[src/rtl/mmio_uart_tx_if.sv]
// CPU data-memory bus slice seen by the UART: store strobe/address/data in, hit and read data back.
// Read side is combinational so single-cycle loads complete in the issuing cycle.
interface mmio_uart_tx_if;
  logic        memwrite;
  logic [31:0] memaddr;
  logic [31:0] memwritedata;
  logic        hit;
  logic [31:0] memreaddata;

  modport master (
    output memwrite, memaddr, memwritedata,
    input  hit, memreaddata
  );

  modport slave (
    input  memwrite, memaddr, memwritedata,
    output hit, memreaddata
  );
endinterface

[src/rtl/mmio_uart_tx.sv]
// Memory-mapped 8N1 UART transmitter; push-to-txd-fall latency is one edge, frame is 10*div cycles.
// No backpressure on the bus: a store to a full FIFO is dropped and raises the sticky overflow flag.
module mmio_uart_tx #(
  parameter logic [31:0] BASE_ADDR    = 32'hFFFF0000,
  parameter int          FIFO_DEPTH   = 4,
  parameter int          CLKS_PER_BIT = 16
) (
  input  logic          clk,
  input  logic          reset,
  mmio_uart_tx_if.slave bus,
  output logic          txd,
  output logic          busy
);

  localparam int         AW    = (FIFO_DEPTH > 1) ? $clog2(FIFO_DEPTH) : 1;
  localparam logic [3:0] DEPTH = 4'(FIFO_DEPTH);

  localparam logic [1:0] S_IDLE  = 2'd0;
  localparam logic [1:0] S_START = 2'd1;
  localparam logic [1:0] S_DATA  = 2'd2;
  localparam logic [1:0] S_STOP  = 2'd3;

  localparam logic [1:0] R_TXDATA = 2'd0;
  localparam logic [1:0] R_STATUS = 2'd1;
  localparam logic [1:0] R_BAUD   = 2'd2;

  logic [1:0]    state;
  logic [7:0]    shift;
  logic [2:0]    bitidx;
  logic [15:0]   baud_cnt;
  logic [15:0]   div;
  logic [15:0]   eff_div;
  logic [15:0]   reload;

  logic [7:0]    fifo_mem [FIFO_DEPTH];
  logic [AW-1:0] wr_ptr;
  logic [AW-1:0] rd_ptr;
  logic [3:0]    count;
  logic          overflow;
  logic [7:0]    head_dat;

  logic [1:0]    sel;
  logic          wr_en;
  logic          push_vld;
  logic          push_ok;
  logic          pop;
  logic          fifo_empty;
  logic          fifo_full;
  logic          bit_end;
  logic          shifter_active;
  logic          unused_bits;

  // Byte lanes and low address bits the register map never looks at.
  assign unused_bits = ^{bus.memaddr[1:0], bus.memwritedata[31:16]};

  // ------------------------------------------------------------------
  // Bus decode and combinational read path
  // ------------------------------------------------------------------
  assign bus.hit  = (bus.memaddr[31:4] == BASE_ADDR[31:4]);
  assign sel      = bus.memaddr[3:2];
  assign wr_en    = bus.memwrite & bus.hit;
  assign push_vld = wr_en & (sel == R_TXDATA);

  assign fifo_empty     = (count == 4'd0);
  assign fifo_full      = (count == DEPTH);
  assign shifter_active = (state != S_IDLE);
  assign head_dat       = fifo_mem[rd_ptr];

  always_comb begin
    bus.memreaddata = 32'd0;
    if (bus.hit) begin
      case (sel)
        R_STATUS: bus.memreaddata = {24'd0, count, overflow, shifter_active, fifo_empty, fifo_full};
        R_BAUD:   bus.memreaddata = {16'd0, div};
        default:  bus.memreaddata = 32'd0;
      endcase
    end
  end

  // ------------------------------------------------------------------
  // Baud divider register
  // ------------------------------------------------------------------
  assign eff_div = (div == 16'd0) ? 16'd1 : div;
  assign reload  = eff_div - 16'd1;
  assign bit_end = (baud_cnt == 16'd0);

  always_ff @(posedge clk or posedge reset) begin
    if (reset) begin
      div <= 16'(CLKS_PER_BIT);
    end else if (wr_en && (sel == R_BAUD)) begin
      div <= bus.memwritedata[15:0];
    end
  end

  // ------------------------------------------------------------------
  // Transmit FIFO
  // ------------------------------------------------------------------
  // A pop in the same cycle frees the slot, so a full FIFO still accepts then.
  assign pop     = !fifo_empty && ((state == S_IDLE) || ((state == S_STOP) && bit_end));
  assign push_ok = push_vld && (!fifo_full || pop);

  always_ff @(posedge clk) begin
    if (push_ok) begin
      fifo_mem[wr_ptr] <= bus.memwritedata[7:0];
    end
  end

  always_ff @(posedge clk or posedge reset) begin
    if (reset) begin
      wr_ptr   <= '0;
      rd_ptr   <= '0;
      count    <= 4'd0;
      overflow <= 1'b0;
    end else begin
      if (push_ok) begin
        wr_ptr <= wr_ptr + AW'(1);
      end
      if (pop) begin
        rd_ptr <= rd_ptr + AW'(1);
      end
      case ({push_ok, pop})
        2'b10:   count <= count + 4'd1;
        2'b01:   count <= count - 4'd1;
        default: count <= count;
      endcase
      if (push_vld && !push_ok) begin
        overflow <= 1'b1;
      end else if (wr_en && (sel == R_STATUS) && bus.memwritedata[3]) begin
        overflow <= 1'b0;
      end
    end
  end

  // ------------------------------------------------------------------
  // Serializer FSM; txd is registered so the line never glitches
  // ------------------------------------------------------------------
  always_ff @(posedge clk or posedge reset) begin
    if (reset) begin
      state    <= S_IDLE;
      shift    <= 8'd0;
      bitidx   <= 3'd0;
      baud_cnt <= 16'd0;
      txd      <= 1'b1;
    end else begin
      case (state)
        S_IDLE: begin
          if (!fifo_empty) begin
            shift    <= head_dat;
            state    <= S_START;
            txd      <= 1'b0;
            baud_cnt <= reload;
          end
        end

        S_START: begin
          if (bit_end) begin
            state    <= S_DATA;
            bitidx   <= 3'd0;
            txd      <= shift[0];
            baud_cnt <= reload;
          end else begin
            baud_cnt <= baud_cnt - 16'd1;
          end
        end

        S_DATA: begin
          if (bit_end) begin
            baud_cnt <= reload;
            if (bitidx == 3'd7) begin
              state <= S_STOP;
              txd   <= 1'b1;
            end else begin
              bitidx <= bitidx + 3'd1;
              shift  <= {1'b0, shift[7:1]};
              txd    <= shift[1];
            end
          end else begin
            baud_cnt <= baud_cnt - 16'd1;
          end
        end

        S_STOP: begin
          if (bit_end) begin
            // Back-to-back frames: next start bit follows the stop bit with no idle gap.
            if (!fifo_empty) begin
              shift    <= head_dat;
              state    <= S_START;
              txd      <= 1'b0;
              baud_cnt <= reload;
            end else begin
              state    <= S_IDLE;
              txd      <= 1'b1;
              baud_cnt <= 16'd0;
            end
          end else begin
            baud_cnt <= baud_cnt - 16'd1;
          end
        end

        default: begin
          state    <= S_IDLE;
          txd      <= 1'b1;
          baud_cnt <= 16'd0;
        end
      endcase
    end
  end

  assign busy = shifter_active || !fifo_empty;

endmodule

[src/flat_wrapper.sv]
// flat-port wrapper written by rule: the top's interface ports become plain ports
module mmio_uart_tx_flat 
#(
  parameter logic [31:0] BASE_ADDR    = 32'hFFFF0000,
  parameter int          FIFO_DEPTH   = 4,
  parameter int          CLKS_PER_BIT = 16
)
  (clk, reset, txd, busy, bus_memwrite, bus_memaddr, bus_memwritedata, bus_hit, bus_memreaddata);
  mmio_uart_tx_if bus_i ();
  input  logic clk;
  input  logic reset;
  output logic txd;
  output logic busy;
  input wire logic [$bits(bus_i.memwrite)-1:0] bus_memwrite;
  input wire logic [$bits(bus_i.memaddr)-1:0] bus_memaddr;
  input wire logic [$bits(bus_i.memwritedata)-1:0] bus_memwritedata;
  output wire logic [$bits(bus_i.hit)-1:0] bus_hit;
  output wire logic [$bits(bus_i.memreaddata)-1:0] bus_memreaddata;
  assign bus_i.memwrite = bus_memwrite;
  assign bus_i.memaddr = bus_memaddr;
  assign bus_i.memwritedata = bus_memwritedata;
  assign bus_hit = bus_i.hit;
  assign bus_memreaddata = bus_i.memreaddata;
  mmio_uart_tx #(.BASE_ADDR(BASE_ADDR), .FIFO_DEPTH(FIFO_DEPTH), .CLKS_PER_BIT(CLKS_PER_BIT)) u_core (.clk(clk), .reset(reset), .bus(bus_i), .txd(txd), .busy(busy));
endmodule
[config.mk]
export PLATFORM = sky130hd
export DESIGN_NAME = mmio_uart_tx_flat
export DESIGN_NICKNAME = d
export VERILOG_FILES = /design/src/rtl/mmio_uart_tx_if.sv /design/src/rtl/mmio_uart_tx.sv /design/src/flat_wrapper.sv
export SDC_FILE = /design/constraint.sdc
export NUM_CORES = 1
export LEC_CHECK = 0
export CAP_MARGIN = 20
export CORE_UTILIZATION = 56
export DETAILED_ROUTE_END_ITERATION = 8
export PLACE_DENSITY = 0.91
export SKIP_CTS_REPAIR_TIMING = 1
export SYNTH_ARGS = -nofsm -noshare
export SYNTH_HDL_FRONTEND = slang
export SYNTH_SLANG_ARGS = --single-unit
[constraint.sdc]
create_clock -name clk -period 8.2 [get_ports clk]
set_clock_uncertainty 0.05 [all_clocks]
set_input_delay 0.82 -clock clk [delete_from_list [all_inputs] [get_ports clk]]
set_output_delay 0.82 -clock clk [all_outputs]
set_load 0.02 [all_outputs]
==> results.txt, run 1 <==
status -> completed
Clk Latency, worst-skew pair -> 0.36 ns
IO Pins -> 102
# DRC -> 0
critical hold path startpoint -> u_core.txd
Most Frequent Cell on Critical Path -> clkdlybuf4s50_1
TritonCTS clock tree -> done
Critical Path Source Type -> input port
DR top layer -> met4
Yosys cell types -> 75
Clock Sinks -> 87
FP Rows -> 34
Port Buffers -> 67
Fillers -> 593
final net count -> 598
Global Route Usage Sum -> 26.9%
number of global-route vias before repair -> 3889
Register Area -> 2340 µm²
Final ANT Viol Nets -> 0
P&R area growth vs syn -> 17.0%
slowest CP cell -> nor4_4
metal2 WL -> 5.90 mm
CP Capture Type -> primary output
drt wl/cell -> 19.1 µm
Post-synth EDFFs -> 32
Worst Tran Pin Value -> 0.979 ns
# setup viols final -> 0
CTS Buf Count -> 9
Setup CP Type -> input port to primary output
Most used DFF post-synth -> dfrtp_1
WL met3 -> 818 µm
Die H -> 96.4 µm
vias per inst -> 6.50
GR Overflow Total -> 0
core region area -> 8680 µm²
die area -> 9290 µm²
WL met1 -> 4.61 mm
vias -> 4047
Final period util -> 55.9%
Slew Limit Fails -> 0
WL final -> 11.9 mm
CP Buf/Inv Count -> 2
DP Wirelength -> 8.27 mm
footprint of the multi-input gates -> 2430 µm²
max_cap viols -> 0
register area share after synthesis -> 46.9%
Syn Inst Count -> 449
commonest non-fill, non-tap cells in the layout -> clkdlybuf4s50_1 (67), dfrtp_1 (53), nor2_1 (39)
Worst EP required -> 7.33 ns
Slew headroom -> 34.1%
Ys Warns -> 0
Fmax -> 218 MHz
router iterations before antenna repair -> 5
Reg clk slew, reported paths -> 0.10 ns
Crit Path Max Fanout -> 16
largest net degree at the start of global routing -> 56
r2r startpoint -> u_core.div[8]
Cell Area, Synth -> 4990 µm²
commonest non-fill, non-tap cell in the layout -> clkdlybuf4s50_1
CP Cell Sequence -> clkdlybuf4s50_1 -> nor4_1 -> nand4_1 -> nor4_4 -> nand2_1 -> nor2_1 -> clkdlybuf4s50_1
initial core utilization -> 57.5%
CTS root buf -> clkbuf_8
CP startpoint -> bus_memaddr[5]
total number of H-tree levels -> 3
Diodes inserted -> 0
Die X -> 96.4 µm
setup_tns -> 0 ns
global-route wire length before repair -> 18.6 mm
initial antenna violation count -> 0
Final min period -> 4.58 ns
Worst path top cell family by delay -> simple AND/OR/NAND/NOR gates
Mapped Avg Cell Area -> 11.1 µm²
DRT iter0 DRCs -> 363
share of layout cells above drive strength 1 -> 12.2%
RSZ-0062 raised after global routing -> no
Yosys reg bits -> 87
GP Congestion -> 0.901
Hold Crit Class -> flip-flop to flip-flop
crit-path max cell delay -> 0.77 ns
Post-synth ARST share -> 63.2%
Hold Fails Final Rpt -> 0
clock buffer depth -> 2
Crit path arrival time -> 3.71 ns
-- sequential cells by signal, indices dropped and copies added, names as in the netlist, 3 cells and up --
register,flops
u_core.count,4
u_core.shift,8
u_core.fifo_mem,32
u_core.baud_cnt,16
u_core.div,16
u_core.bitidx,3
-- tightest hold or removal path, stage by stage (launching register included) --
cell and delay (ns):
dfstp_2 0.38, o21ai_0 0.07, o41ai_1 0.08
-- routing by layer --
| metal | global-route usage [%] | up-vias |
|---|---|---|
| met3 | 5.40 | 63 |
| met2 | 45.8 | 249 |
| li1 | - | 1772 |
| met5 | 0 | - |
| met4 | 15.2 | 0 |
| met1 | 31.8 | 1963 |
-- cells by family (layout without fill, tap and decap cells) --
logic type,count (synthesis),after routing,share of synthesized area (%)
mux,35,35,9.56
buf+inv,53,104,5.59
simple gates,139,139,16.0
other cells,1,16,0.0752
fa+ha+maj,21,21,5.42
compound gates,96,96,13.5
flops,87,87,46.9
xor+xnor,17,17,2.98
-- through the flow --
| step | hold slack, ns | setup slack (ns) | instance area (µm²) | std cells | util [%] |
|---|---|---|---|---|---|
| after floorplan | 0.388 | 4.95 | 5040 | 464 | - |
| after global placement | 0.407 | 3.74 | 5650 | 606 | 65.1 |
| after detailed placement | 0.459 | 3.61 | 5650 | 606 | 65.1 |
| after CTS | 0.474 | 3.60 | 5830 | 622 | 67.2 |
| after global routing | 0.490 | 3.35 | 5840 | 623 | 67.3 |
| final | 0.477 | 3.62 | 5840 | 623 | 67.3 |
-- final timing paths --
check	end	slack, ns	cells past startpoint
max reg2reg	u_core.baud_cnt[6]	4.70	11
max in group asynchronous	u_core.bitidx[0]	6.68	3
min in group asynchronous	u_core.shift[7]	0.91	3
max	bus_memreaddata[4]	3.62	7
min	u_core.txd	0.48	2
min reg2reg	u_core.txd	0.48	2
-- cells in the mapped netlist, drive strengths merged, types with 7 or more instances --
cell | count | area [µm²]
clkbuf | 12 | 45.0
nor4 | 11 | 105
edfxtp | 32 | 961
or4 | 7 | 67.6
inv | 19 | 71.3
buf | 22 | 163
a21oi | 21 | 116
nor3 | 16 | 85.1
nand2 | 21 | 78.8
nand4 | 8 | 56.3
mux4 | 8 | 180
mux2i | 9 | 90.1
nand3 | 8 | 40.0
o21ai | 20 | 104
dfrtp | 53 | 1330
ha | 20 | 250
a22o | 8 | 70.1
nor2 | 40 | 153
xnor2 | 11 | 96.3
a22oi | 8 | 60.1
mux2 | 18 | 206
and3 | 8 | 50.1
-- final cells by class --
cell class / count / area share [%]
multi-input cells: 324 / 41.6
flip-flops and latches: 87 / 40.1
repair buffers: 69 / 11.7
well taps: 108 / 2.31
clock buffers: 10 / 2.19
inverters: 19 / 1.22
clock inverters: 6 / 0.900
Power of run 1 is left out: the tool's default activity adds up to more than one toggle a clock period on the data nets, which glitch-free logic cannot reach.
==> run 2: changes to the inputs <==
- CORE_UTILIZATION: 56 -> 52
- PLACE_DENSITY: 0.91 -> 0.86
- clock period: 8.2 -> 4.25 ns (I/O delays scaled with it)
==> results.txt, run 2 (synthesized netlist as in run 1, its figures left out) <==
Fillers -> 703 (was 593)
router iterations before antenna repair -> 7 (was 5)
Clk Latency, worst-skew pair -> 0.36 ns (about the same)
CTS root buf -> clkbuf_8 (unchanged)
post-route design area -> 5890 µm² (was 5840 µm²)
vias per inst -> 6.14 (was 6.50)
Worst path top cell family by delay -> simple AND/OR/NAND/NOR gates (unchanged)
GR peak layer -> met2 (unchanged)
commonest non-fill, non-tap cell in the layout -> clkdlybuf4s50_1 (unchanged)
Critical Path Source Type -> flip-flop (was input port)
CP Capture Type -> flip-flop (was primary output)
clock buffer depth -> 2 (unchanged)
WHS Path Cells -> 2 (unchanged)
commonest non-fill, non-tap cells in the layout -> clkdlybuf4s50_1 (67), dfrtp_1 (53), nor2_1 (39) (unchanged)
r2r startpoint -> u_core.div[8] (unchanged)
CP Buf/Inv Count -> 0 (was 2)
met2 Resource Use GR -> 44.9% (was 45.8%)
register name with the most flops -> u_core.fifo_mem (unchanged)
Crit Path Max Fanout -> 7 (was 16)
FP Rows -> 35 (was 34)
Most Frequent Cell on Critical Path -> nor2_1 (was clkdlybuf4s50_1)
Worst EP required -> 4.45 ns (was 7.33 ns)
GR Layer Usage met3 -> 3.83% (was 5.40%)
number of global-route vias before repair -> 3897 (was 3889)
total number of H-tree levels -> 3 (unchanged)
largest net degree at the start of global routing -> 45 (was 56)
Die H -> 99.9 µm (was 96.4 µm)
Slew headroom -> 36.2% (was 34.1%)
TritonCTS clock tree -> done (unchanged)
CP Cell Sequence -> nor4_1 -> nand2_1 -> or3b_2 -> nor2_1 -> nor2_1 -> ha_1 -> nor3b_1 -> nand3_1 -> xor2_1 -> nor2_1 -> o21ai_0 -> nand2_1 (was clkdlybuf4s50_1 -> nor4_1 -> nand4_1 -> nor4_4 -> nand2_1 -> nor2_1 -> clkdlybuf4s50_1)
vias -> 3978 (was 4047)
global-route wire length before repair -> 19.2 mm (was 18.6 mm)
Hold EP -> u_core.overflow (was u_core.txd)
initial antenna violation count -> 0 (unchanged)
# setup viols final -> 0 (unchanged)
Hold Fails Final Rpt -> 0 (unchanged)
Clock Sinks -> 87 (unchanged)
share of layout cells above drive strength 1 -> 12.9% (was 12.2%)
Setup CP Type -> flip-flop to flip-flop (was input port to primary output)
core region area -> 9280 µm² (was 8680 µm²)
max_cap viols -> 0 (unchanged)
drt wl/cell -> 18.4 µm (was 19.1 µm)
r2r setup slk -> 0.79 ns (was 4.70 ns)
GR Overflow Total -> 0 (unchanged)
slowest CP cell -> nor4_1 (was nor4_4)
CP startpoint -> u_core.div[8] (was bus_memaddr[5])
Slew Limit Fails -> 0 (unchanged)
initial core utilization -> 53.7% (was 57.5%)
Fmax -> 289 MHz
P&R area growth vs syn -> 18.1% (was 17.0%)
R2R depth -> 12 (was 11)
M1 GR Usage -> 29.9% (was 31.8%)
setup_tns -> 0 ns (unchanged)
Final min period -> 3.46 ns
Diodes inserted -> 0 (unchanged)
Die X -> 99.9 µm (was 96.4 µm)
Final period util -> 81.3%
final core area utilization -> 63.5% (was 67.3%)
status -> completed (unchanged)
WL final -> 11.9 mm (about the same)
Final ANT Viol Nets -> 0 (unchanged)
die area -> 9990 µm² (was 9290 µm²)
critical hold path startpoint -> u_core.overflow (was u_core.txd)
DP Wirelength -> 8.66 mm (was 8.27 mm)
Post-DP Area -> 5710 µm² (was 5650 µm²)
CTS Buf Count -> 9 (unchanged)
final net count -> 602 (was 598)
Hold Crit Class -> flip-flop to flip-flop (unchanged)
Worst Tran Pin Value -> 0.957 ns (was 0.979 ns)
IO Pins -> 102 (unchanged)
max FFs per register -> 32 (unchanged)
RSZ-0062 raised after global routing -> no (unchanged)
Crit path depth -> 12 (was 7)
reg2reg end -> u_core.baud_cnt[12] (was u_core.baud_cnt[6])
Port Buffers -> 67 (unchanged)
crit-path max cell delay -> 0.71 ns (was 0.77 ns)
Top Registers -> u_core.fifo_mem x32, u_core.baud_cnt x16, u_core.div x16 (unchanged)
Crit path arrival time -> 3.65 ns (was 3.71 ns)
Reg clk slew, reported paths -> 0.09 ns (was 0.10 ns)
Global Route Usage Sum -> 25.1% (was 26.9%)
# DRC -> 0 (unchanged)
DRT iter0 DRCs -> 265 (was 363)
GP Congestion -> 0.868 (was 0.901)
Min Hold Slack -> 0.440 ns (was 0.477 ns)
==> run 2: changes by cell type in the layout (fill, tap and decap cells not counted), sizes merged <==
cell / before / now
buf: 2 / 6
clkinvlp: 2 / 1
clkinv: 1 / 2
==> run 2: worst min-delay path, stage by stage, from the launching register on <==
cell	delay, ns
dfrtp_1	0.36
nand2_1	0.06
nand2_1	0.05
==> run 2: layer usage <==
layer	wire length, µm	up-vias	share of wire (%)
met5	0	-	0
met4	404	0	3.4
met3	783	44	6.6
met2	6100	253	51
met1	4640	1903	39
li1	-	1778	-
==> run 2: how the worst max path moves through the flow <==
stage,end
detailed placement,bus_memreaddata[1]
floorplan,u_core.count[3]
finish,u_core.baud_cnt[12]
CTS,bus_memreaddata[1]
global route,u_core.baud_cnt[12]
global placement,bus_memreaddata[1]
==> run 2: cell type report <==
cell class                      instances  area (µm²)  area share, %
Clock buffer                           10         128           2.17
Clock inverter                          6        51.3          0.870
Inverter                               19        71.3           1.21
Multi-Input combinational cell        324        2430           41.2
Sequential cell                        87        2340           39.7
Tap cell                              129         161           2.74
Timing Repair Buffer                   73         716           12.1
==> run 2: metrics by stage <==
stage          worst slack, ns  std cells
6_report                 0.794        648
5_1_grt                  0.563        648
4_1_cts                  0.824        647
3_5_place_dp             0.842        631
3_3_place_gp             0.873        631
2_1_floorplan             1.33        464
Power of run 2 is left out for the same reason.
